<file path="src/rtl/vga_rect_fill.sv">
// vga_rect_fill: rectangle pixel-fill engine for the VGA adapter plot port.
//
// On an accepted start the engine latches the fill mode, the colour seed and a
// rectangle whose far corner is clamped to the visible screen. It then scans the
// rectangle column-major and emits one pixel per clock through
// vga_x/vga_y/vga_colour/vga_plot, holding the current pixel while stall is high.
//
// Ports
//   clk, rst           clock, asynchronous active-high reset
//   start              fill request, honoured only in IDLE or DONE
//   mode               0 solid, 1 column stripes, 2 row stripes, 3 checker
//   colour             solid colour (mode 0) or XOR seed (modes 1-3)
//   x0, x1 / y0, y1    inclusive rectangle bounds
//   stall              adapter not ready: hold the current pixel
//   vga_x, vga_y       current pixel coordinate
//   vga_colour         current pixel colour
//   vga_plot           pixel valid this cycle
//   busy               high while filling
//   done               high after a fill until the next accepted start
//   pix_count          pixels plotted since the last accepted start
module vga_rect_fill #(
  parameter int SCREEN_W = 160,
  parameter int SCREEN_H = 120,
  parameter int X_W      = 8,
  parameter int Y_W      = 7,
  parameter int COLOUR_W = 3
) (
  input  logic                 clk,
  input  logic                 rst,
  input  logic                 start,
  input  logic [1:0]           mode,
  input  logic [COLOUR_W-1:0]  colour,
  input  logic [X_W-1:0]       x0,
  input  logic [X_W-1:0]       x1,
  input  logic [Y_W-1:0]       y0,
  input  logic [Y_W-1:0]       y1,
  input  logic                 stall,
  output logic [X_W-1:0]       vga_x,
  output logic [Y_W-1:0]       vga_y,
  output logic [COLOUR_W-1:0]  vga_colour,
  output logic                 vga_plot,
  output logic                 busy,
  output logic                 done,
  output logic [X_W+Y_W-1:0]   pix_count
);

  localparam logic [X_W-1:0] X_MAX = X_W'(SCREEN_W - 1);
  localparam logic [Y_W-1:0] Y_MAX = Y_W'(SCREEN_H - 1);

  typedef enum logic [1:0] {IDLE, FILL, DONE} state_t;

  state_t                state;
  logic [X_W-1:0]        x;
  logic [Y_W-1:0]        y;
  logic [X_W-1:0]        x1_l;
  logic [Y_W-1:0]        y0_l;
  logic [Y_W-1:0]        y1_l;
  logic [1:0]            mode_l;
  logic [COLOUR_W-1:0]   colour_l;
  logic [X_W+Y_W-1:0]    count;

  // Far corner clamped to the visible area; a start edge compares against these.
  logic [X_W-1:0] x1c;
  logic [Y_W-1:0] y1c;
  assign x1c = (x1 > X_MAX) ? X_MAX : x1;
  assign y1c = (y1 > Y_MAX) ? Y_MAX : y1;

  always_ff @(posedge clk or posedge rst) begin
    if (rst) begin
      state    <= IDLE;
      x        <= '0;
      y        <= '0;
      x1_l     <= '0;
      y0_l     <= '0;
      y1_l     <= '0;
      mode_l   <= '0;
      colour_l <= '0;
      count    <= '0;
    end else begin
      case (state)
        IDLE, DONE: begin
          if (start) begin
            mode_l   <= mode;
            colour_l <= colour;
            x1_l     <= x1c;
            y0_l     <= y0;
            y1_l     <= y1c;
            count    <= '0;
            // An origin beyond the clamped corner (including an origin off
            // screen) describes an empty rectangle: finish without plotting.
            if ((x0 > x1c) || (y0 > y1c)) begin
              state <= DONE;
            end else begin
              x     <= x0;
              y     <= y0;
              state <= FILL;
            end
          end
        end
        FILL: begin
          if (!stall) begin
            count <= count + (X_W+Y_W)'(1);
            if (y == y1_l) begin
              y <= y0_l;
              if (x == x1_l) begin
                state <= DONE;
              end else begin
                x <= x + X_W'(1);
              end
            end else begin
              y <= y + Y_W'(1);
            end
          end
        end
        default: state <= IDLE;
      endcase
    end
  end

  // Pattern colour from the registered scan position and latched mode/seed.
  always_comb begin
    vga_colour = colour_l;
    case (mode_l)
      2'd0: vga_colour = colour_l;
      2'd1: vga_colour = x[COLOUR_W-1:0] ^ colour_l;
      2'd2: vga_colour = y[COLOUR_W-1:0] ^ colour_l;
      2'd3: vga_colour = {COLOUR_W{x[0] ^ y[0]}} ^ colour_l;
      default: vga_colour = colour_l;
    endcase
  end

  // The plot strobe tracks stall directly so a held pixel is never counted twice.
  assign vga_plot  = (state == FILL) && !stall;
  assign busy      = (state == FILL);
  assign done      = (state == DONE);
  assign vga_x     = x;
  assign vga_y     = y;
  assign pix_count = count;

endmodule

</file>
<file path="config.mk">
export PLATFORM = sky130hd
export DESIGN_NAME = vga_rect_fill
export DESIGN_NICKNAME = d
export VERILOG_FILES = /design/src/rtl/vga_rect_fill.sv
export SDC_FILE = /design/constraint.sdc
export NUM_CORES = 1
export LEC_CHECK = 0
export BUFFER_PORTS_ARGS = -buffer_cell sky130_fd_sc_hd__clkbuf_2
export CAP_MARGIN = 20
export CORE_UTILIZATION = 25
export DETAILED_ROUTE_END_ITERATION = 16
export GPL_ROUTABILITY_DRIVEN = 0
export PLACE_DENSITY = 0.44
export SYNTH_ARGS = -nofsm -noshare
export SYNTH_HDL_FRONTEND = slang
export SYNTH_SLANG_ARGS = --single-unit
</file>
<file path="constraint.sdc">
create_clock -name clk -period 3.7 [get_ports clk]
set_clock_uncertainty 0.15 [all_clocks]
set_input_delay 0.37 -clock clk [delete_from_list [all_inputs] [get_ports clk]]
set_output_delay 0.37 -clock clk [all_outputs]
set_load 0.01 [all_outputs]
</file>
After elaboration in Yosys (flattened, before gate mapping):

Cells that the tools add are included.

* add/sub/neg operators: 3
* $lt $le $gt $ge: 4
* equal/unequal tests: 13
* multiplexer cells: 23
* bitwise logic cells: 4
* reduce and logical (&&, ||, !) cells: 12

Operators with widths (number)
* $mux 8: 6
* $mux 7: 5
* $mux 15: 2
* $pmux 15 s2: 1
* $pmux 8 s2: 1
* $add 15x1->15 const B: 1
* $pmux 7 s2: 1
* $pmux 3 s4: 1
* $mux 2: 5
* $xor 3x3->3: 3
* $add 8x1->8 const B: 1
* $eq 8x8->1: 1
* $gt 8x8->1: 1
* $gt 8x8->1 const B: 1
* $ne 2x2->1 const B: 4
* $reduce_and 4->1: 2
* $add 7x1->7 const B: 1
* $eq 7x7->1: 1
* $gt 7x7->1: 1
* $gt 7x7->1 const B: 1
* $eq 2x2->1 const B: 3
* $reduce_and 6->1: 1
* $eq 2x1->1 const B: 2
* $logic_not 2->1: 2
* 10 further kinds: 11

* bits in registers: 59
* input port bits: 39
* output and inout bits: 36
* word-level logic and storage cells: 68

Depth between registers and ports, before layout:

Gate-level depths: netlist of the first run.

* depth in word-level cells: 7
* gate-level depth with buffers: 12
* gate-level depth less buffers: 11

Worst setup path after synthesis of the first run:

Ideal clock, no wire load.

* kind: in2reg
* start point: input x1[7]
* end point: register x[1] (netlist: vga_x[1])
* setup time: 0.125 ns
* data arrival time: 2.447 ns
* required time: 3.425 ns
* slack: 0.978 ns
* cell stages on the path: 11
* path buffers: 0
* path through: inv_1 > nor2_1 > nor2_1 > ha_1 > nor2b_1 > o211ai_1 > a21oi_1 > a2111oi_2 > o221ai_4 > nor2_4 > mux2_4

* longest elaborated chain between the ends: 6

RTL lines
* start: declaration: RTL line 34 `input logic [X_W-1:0] x1,`
* $gt 8x8->1: RTL line 65 `assign x1c = (x1 > X_MAX) ? X_MAX : x1;`
* $mux 8 (*): RTL line 65
* $gt 8x8->1 (*): RTL line 91 `if ((x0 > x1c) || (y0 > y1c)) begin`
* $logic_or 1x1->1 (*): RTL line 91
* $ne 2x2->1 (no source line) (*)
* $reduce_and 6->1 (no source line) (*)
* end signal: assignment: RTL line 108 `x <= x + X_W'(1);`
* end: declaration: RTL line 53 `logic [X_W-1:0] x;`

Mark *: on every way between the ends. The rest lies on a longest branch, timed or not.
A chain may end at the register's enable or synchronous reset.

Worst setup path in the final report of the first run:

Same ends and word-level chain as after synthesis.

==> metrics.yaml, run 1 <==
grt:
  grt_pass1_wl_um: 15500
  track_usage_pct: 14.2
  grt_overflow: 0
  grt_max_degree: 43
  antenna_found_initial: 0
  grt_pass1_vias: 2835
drt:
  routed_wl_um: 9640
  top_layer: "met4"
  drtIter0Drc: 127
  dr.pass1.iters: 4
  routed_via_density: 4.61
  drc: 0
  dr_wl_met2_um: 4340
  antenna_left: 0
  wl_met1_um: 4790
  vias: 2972
  wl_per_cell_um: 14.9
  wl_met3_um: 365
synthesis:
  synth_cell_type_count: 44
  yosys_warnings: 0
  synth_top_area_share_pct: 42.6
  syn-num-nets: 444
  ys_seq_area_share_pct: 42.6
  synth_area_um2: 3470
  syn_area_per_cell_um2: 8.94
  synth_area_leaders: "dfrtp_1 (43%), nand2_1 (7.9%), ha_1 (6.1%)"
  syn_inst: 388
  ys_ff_latch: 59
  synth_top_area_cell: "dfrtp_1"
power_and_ir_drop:
  power_frac_clock_pct: 26.6
  leakage_nw: 2.10
  p_seq_share_pct: 36.3
  switching_share_pct: 38.4
  vdd_drop_max_v: 0.000227
  comb_power_share_pct: 37.1
  p_sw_w: 0.00124
  power.internal_w: 0.00200
  power_density_nw_per_um2: 742
die:
  chipWidth_um: 120
  core-area_um2: 13400
  die_area_um2: 14400
  placementRows: 42
  start_util_pct: 25.9
  dieHeight_um: 120
  io_pins: 75
clocking:
  cts_made_buffers: 9
  clk_pin_slew_worst_paths_ns: 0.05
  cts_resized: 0
  cts_num_sinks: 59
  clock_latency_ns: 0.33
  cts-root-buf: "clkbuf_16"
  cts.path.max_buffers: 2
  cts_tree: "built"
  htreeDepth: 3
critical_path:
  critPathRequiredTime_ns: 3.76
  cp_max_fo: 10
  rr_worst_depth: 7
  critPathArrivalTime_ns: 2.87
  regToRegEndpoint: "pix_count[11]"
  rrSetupSlack_ns: 1.32
  worstSetupEndpointType: "register"
  setup.worst_path.start_class: "input pin"
  crit_end: "vga_x[1]"
  crit_start: "x1[7]"
  path_class: "input pin to register"
  rr_startpoint: "state[0]"
sta:
  setup_viol: 0
  fmax_ghz: 0.356
  layout_min_cycle_time_ns: 2.81
  rsz0062_at_grt: "false"
  max-slew-margin-rel_pct: 54.8
  slew_viol_final: 0
  tightest_slew_ns: 0.673
  setup-tns-final_ns: 0
  layout_setup_ws_ns: 0.891
  finalCritPeriodShare_pct: 75.9
  finalHoldViolCount: 0
layout:
  fin_nets: 520
  n_antenna_cell: 0
  final_cell_mix: "clkbuf_2 (74), nand2_1 (73), dfrtp_1 (59), nor2_1 (31), o21ai_0 (31)"
  final_common_cell: "clkbuf_2"
  areaGrowthSynthToFinish_pct: 25.8
  final.fill_count: 1440
  drive_gt1_share_pct: 24.5
min_path:
  holdCritPathClass: "input pin to register"
status:
  outcome: "complete, no violations"
place:
  dpl.hpwl_um: 7270
  pre_cts_ws_ns: 0.529
  io_buffers: 74
job:
  cap_violations: 0
-- stage by stage --
stage | util, % | instances | total power [W] | instance area, um2 | hold slack [ns]
after floorplan | - | 388 | 0.00197 | 3470 | 0.290
after global placement | 30.1 | 628 | 0.00239 | 4040 | 0.249
after detailed placement | 30.1 | 628 | 0.00240 | 4040 | 0.240
after CTS | 32.6 | 645 | 0.00328 | 4360 | 0.0785
after global routing | 32.6 | 645 | 0.00348 | 4360 | 0.0931
final | 32.6 | 645 | 0.00324 | 4360 | 0.0851
-- critical path, stage by stage --
cell       delay [ns]
clkbuf_2         0.08
inv_1            0.07
nor2_1           0.26
nor2_1           0.11
ha_1             0.30
nor2b_1          0.14
o211ai_1         0.16
a21oi_1          0.11
a2111oi_2        0.41
o221ai_4         0.27
nor2_4           0.28
mux2_4           0.31
-- timing repair --
action                     4_1_cts  5_1_grt
hold buffers                     1        0
setup buffers                    0        0
hold endpoints to repair        19        0
setup endpoints to repair        0        0
-- cells in the mapped netlist, drive strengths merged --
cell,count
ha,17
mux2,7
nand3,11
a31oi,1
a2111oi,1
and3,6
o41ai,1
xnor2,12
o221ai,1
o211ai,1
clkbuf,14
a21oi,13
nand2,73
mux2i,4
a21o,2
o32ai,1
maj3,1
or3,4
inv,13
a41oi,1
dfrtp,59
buf,2
and2,2
nor4,3
nor3,8
or2,3
a2bb2oi,6
nand4,10
a211oi,4
nor2,34
o21ai,33
xor2,24
o31ai,1
and2b,1
nor2b,6
a221oi,3
nand2b,3
o22ai,2
-- worst min path at each step --
stage,end,slack [ns],depth (start not counted),from
3_3_place_gp,colour_l[0],0.25,2,rst
4_1_cts,colour_l[0],0.08,3,colour[0]
6_report,colour_l[0],0.09,3,colour[0]
5_1_grt,colour_l[0],0.09,3,colour[0]
2_1_floorplan,y0_l[2],0.29,2,y0_l[2]
3_5_place_dp,colour_l[0],0.24,2,rst
-- power groups by stage --
| stage | combinational [W] | sequential, W | clock [W] |
|---|---|---|---|
| final | 0.00120 | 0.00118 | 0.000862 |
| after global routing | 0.00135 | 0.00122 | 0.000913 |
| after CTS | 0.00122 | 0.00118 | 0.000887 |
| after detailed placement | 0.00121 | 0.00118 | 0 |
| after global placement | 0.00120 | 0.00118 | 0 |
| after floorplan | 0.000854 | 0.00111 | 0 |
-- sequential cells by signal, indices dropped and copies added (netlist names) --
register / cells
pix_count: 15
vga_x: 8
x1_l: 8
vga_y: 7
y0_l: 7
y1_l: 7
colour_l: 3
mode_l: 2
state: 2
-- cells by family after synthesis --
| logic type | share of synthesized area [%] |
|---|---|
| AO/OA/AOI/OAI | 13.3 |
| XOR/XNOR | 9.09 |
| adder cells (fa/ha/maj) | 6.42 |
| buffers and inverters | 3.35 |
| flip-flops | 42.6 |
| multiplexers | 3.53 |
| AND/OR/NAND/NOR | 21.7 |
-- area by class of cell --
class                           instances  area [um2]  area share, %
Clock buffer                           12         267           6.11
Clock inverter                          4        47.5           1.09
Inverter                               13        48.8           1.12
Multi-Input combinational cell        300        1880           43.1
Sequential cell                        59        1480           33.8
Tap cell                              176         220           5.05
Timing Repair Buffer                   81         425           9.75
-- per-layer routing --
layer	track usage, %	up-vias
li1	-	1497
met1	20.2	1399
met2	21.4	66
met3	2.52	10
met4	5.70	0
met5	0	-
Note: power is estimated with default switching activity, not from simulation.
==> inputs of run 2 (changes only) <==
--- a/config.mk
+++ b/config.mk
@@ -5,6 +5,7 @@
 export SDC_FILE = /design/constraint.sdc
 export NUM_CORES = 1
 export LEC_CHECK = 0
+export ABC_AREA = 1
 export BUFFER_PORTS_ARGS = -buffer_cell sky130_fd_sc_hd__clkbuf_2
 export CAP_MARGIN = 20
 export CORE_UTILIZATION = 25
==> constraint.sdc (replaced) <==
create_clock -name clk -period 2.75 [get_ports clk]
set_clock_uncertainty 0.15 [all_clocks]
set_input_delay 0.275 -clock clk [delete_from_list [all_inputs] [get_ports clk]]
set_output_delay 0.275 -clock clk [all_outputs]
set_load 0.01 [all_outputs]
==> metrics.yaml, run 2 <==
synthesis:
  synth_top_area_cell: "dfrtp_1"
  synth_compound_area_share_pct: 11.7
  synth_top_area_share_pct: 40.1
  ys_seq_area_share_pct: 40.1
  synth_edf_count: 0
  synth.area.mux_share_pct: 0
  synth_area_um2: 3680
  yosys_warnings: 0
  synth_area_leaders: "dfrtp_1 (40%), nand2_1 (15%), o21ai_0 (6.3%)"
  synth_top_family_by_area: "simple AND/OR/NAND/NOR gates"
  yosysMostFrequentCell: "nand2_1"
  ys_ff_latch: 59
  syn_area_per_cell_um2: 7.57
  synth_xor_area_share_pct: 4.76
  yosys-top-cells-count: "nand2_1 (145), dfrtp_1 (59), o21ai_0 (46)"
  syn-num-nets: 542
  synth_fa_ha_area_share_pct: 5.78
  async_reset_ff_share_pct: 100
  synth-simple-area-share_pct: 30.8
  synth_cell_type_count: 38
  syn_inst: 486
  synth_ff_type: "dfrtp_1"
sta:
  tightest_slew_ns: 0.780
  max-slew-margin-rel_pct: 48.0
  slew_viol_final: 0
  fmax_ghz: 0.453
  layout_min_cycle_time_ns: 2.21
  setup_viol: 0
  finalHoldViolCount: 0
  rsz0062_at_grt: "false"
  finalCritPeriodShare_pct: 80.3
  setup-tns-final_ns: 0
  whs_ns: 0.0152
grt:
  track_usage_pct: 14.7
  grt_pass1_vias: 3313
  grt_overflow: 0
  grt_pass1_wl_um: 16900
  antenna_found_initial: 0
  grt_max_degree: 60
clocking:
  cts_made_buffers: 9
  cts.path.max_buffers: 2
  htreeDepth: 3
  clk_pin_slew_worst_paths_ns: 0.05
  clock_latency_ns: 0.34
  cts_num_sinks: 59
  cts-root-buf: "clkbuf_16"
  cts_tree: "built"
power_and_ir_drop:
  power_density_nw_per_um2: 880
  vdd_drop_max_v: 0.000223
  leakage_nw: 2.39
  power_w: 0.00406
layout:
  largest_reg_flops: 15
  final.fill_count: 1535
  final_common_cell: "nand2_1"
  regArea_um2: 1480
  multi_input_area_um2: 1950
  areaGrowthSynthToFinish_pct: 25.6
  final_cell_mix: "nand2_1 (145), clkbuf_2 (74), dfrtp_1 (59), o21ai_0 (46), inv_1 (43)"
  drive_gt1_share_pct: 20.8
  final-instance-count-excl-fill: 751
  n_antenna_cell: 0
  stdcell_area_um2: 4620
  fin_nets: 622
die:
  dieHeight_um: 123
  die_area_um2: 15200
  chipWidth_um: 123
  placementRows: 43
  core-area_um2: 14100
  start_util_pct: 26.1
  io_pins: 75
status:
  outcome: "complete, no violations"
drt:
  routed_via_density: 4.51
  drtIter0Drc: 218
  antenna_left: 0
  dr.pass1.iters: 5
  drc: 0
  routed_wl_um: 10200
  vias: 3390
  wl_per_cell_um: 13.6
critical_path:
  path_class: "input pin to register"
  crit_start: "x1[6]"
  critPathRequiredTime_ns: 2.87
  setup.worst_path.start_class: "input pin"
  regToRegEndpoint: "pix_count[12]"
  rrSetupSlack_ns: 0.70
  rr_startpoint: "state[0]"
  cp_max_fo: 18
  worstSetupEndpointType: "register"
  rr_worst_depth: 11
  critPathArrivalTime_ns: 2.33
min_path:
  min_from: "colour[2]"
  min_to: "colour_l[2]"
  hold_path_depth: 3
  holdCritPathClass: "input pin to register"
place:
  dp.cells: 732
  io_buffers: 74
  dpl.hpwl_um: 7650
  placed_area_um2: 4260
job:
  cap_violations: 0
[run 2: logic make-up after synthesis]
family	Yosys count
AOI/OAI and AO/OA	79
adders and majority gates	17
DFF	59
xor gates and xnor gates	20
and+or+nand+nor	249
buffers and inverters	62
[run 2: critical path: stages]
cell and delay, ns:
clkbuf_2 0.09, o21ai_0 0.22, inv_1 0.14, or2_2 0.32, ha_1 0.18, inv_1 0.05
a21oi_1 0.05, o21ai_0 0.15, nand2_1 0.07, o211ai_1 0.07, o21ai_0 0.13, nand2_1 0.14
nand2_4 0.16, nand2_2 0.16, nand2_1 0.07, nand2_1 0.06
[run 2: metrics by stage]
| step | setup slack [ns] | util, % |
|---|---|---|
| 2_1_floorplan | 0.568 | - |
| 3_3_place_gp | 0.289 | 30.2 |
| 3_5_place_dp | 0.210 | 30.2 |
| 4_1_cts | 0.558 | 32.8 |
| 5_1_grt | 0.186 | 32.8 |
| 6_report | 0.543 | 32.8 |
[run 2: area by class of cell]
cell class | instances | share of cell area [%]
clock buffer | 11 | 5.47
clock inverter | 5 | 1.63
inverter | 49 | 4.04
multi-input combinational | 365 | 42.3
sequential | 59 | 32.0
tap | 180 | 4.88
timing repair buffer | 82 | 9.75
[run 2: worst max path at each step]
stage,cells past startpoint,to,slack [ns]
global placement,16,vga_y[0],0.29
floorplan,15,vga_x[0],0.57
global route,15,vga_y[0],0.19
finish,16,vga_y[0],0.54
detailed placement,16,vga_y[0],0.21
CTS,16,vga_y[0],0.56
[run 2: per-layer routing]
layer / up-vias / share of wire, % / routed length [um] / track usage, %
li1: 1742 / - / - / -
met1: 1572 / 48 / 4860 / 18.9
met2: 64 / 47 / 4770 / 23.7
met3: 12 / 3.5 / 360 / 2.86
met4: 0 / 1.8 / 185 / 6.85
met5: - / 0 / 0 / 0
[run 2: power breakdown]
| group | switching, W | internal [W] | leakage (nW) |
|---|---|---|---|
| sequential | 0.000325 | 0.00111 | 0.748 |
| clock | 0.000413 | 0.000837 | 0.165 |
| combinational | 0.000837 | 0.000544 | 1.47 |
[run 2: what timing repair did]
action	CTS	global route
endpoints found under the hold margin	61	0
hold buffers	3	0
gates resized for setup	0	0
setup buffers	0	0
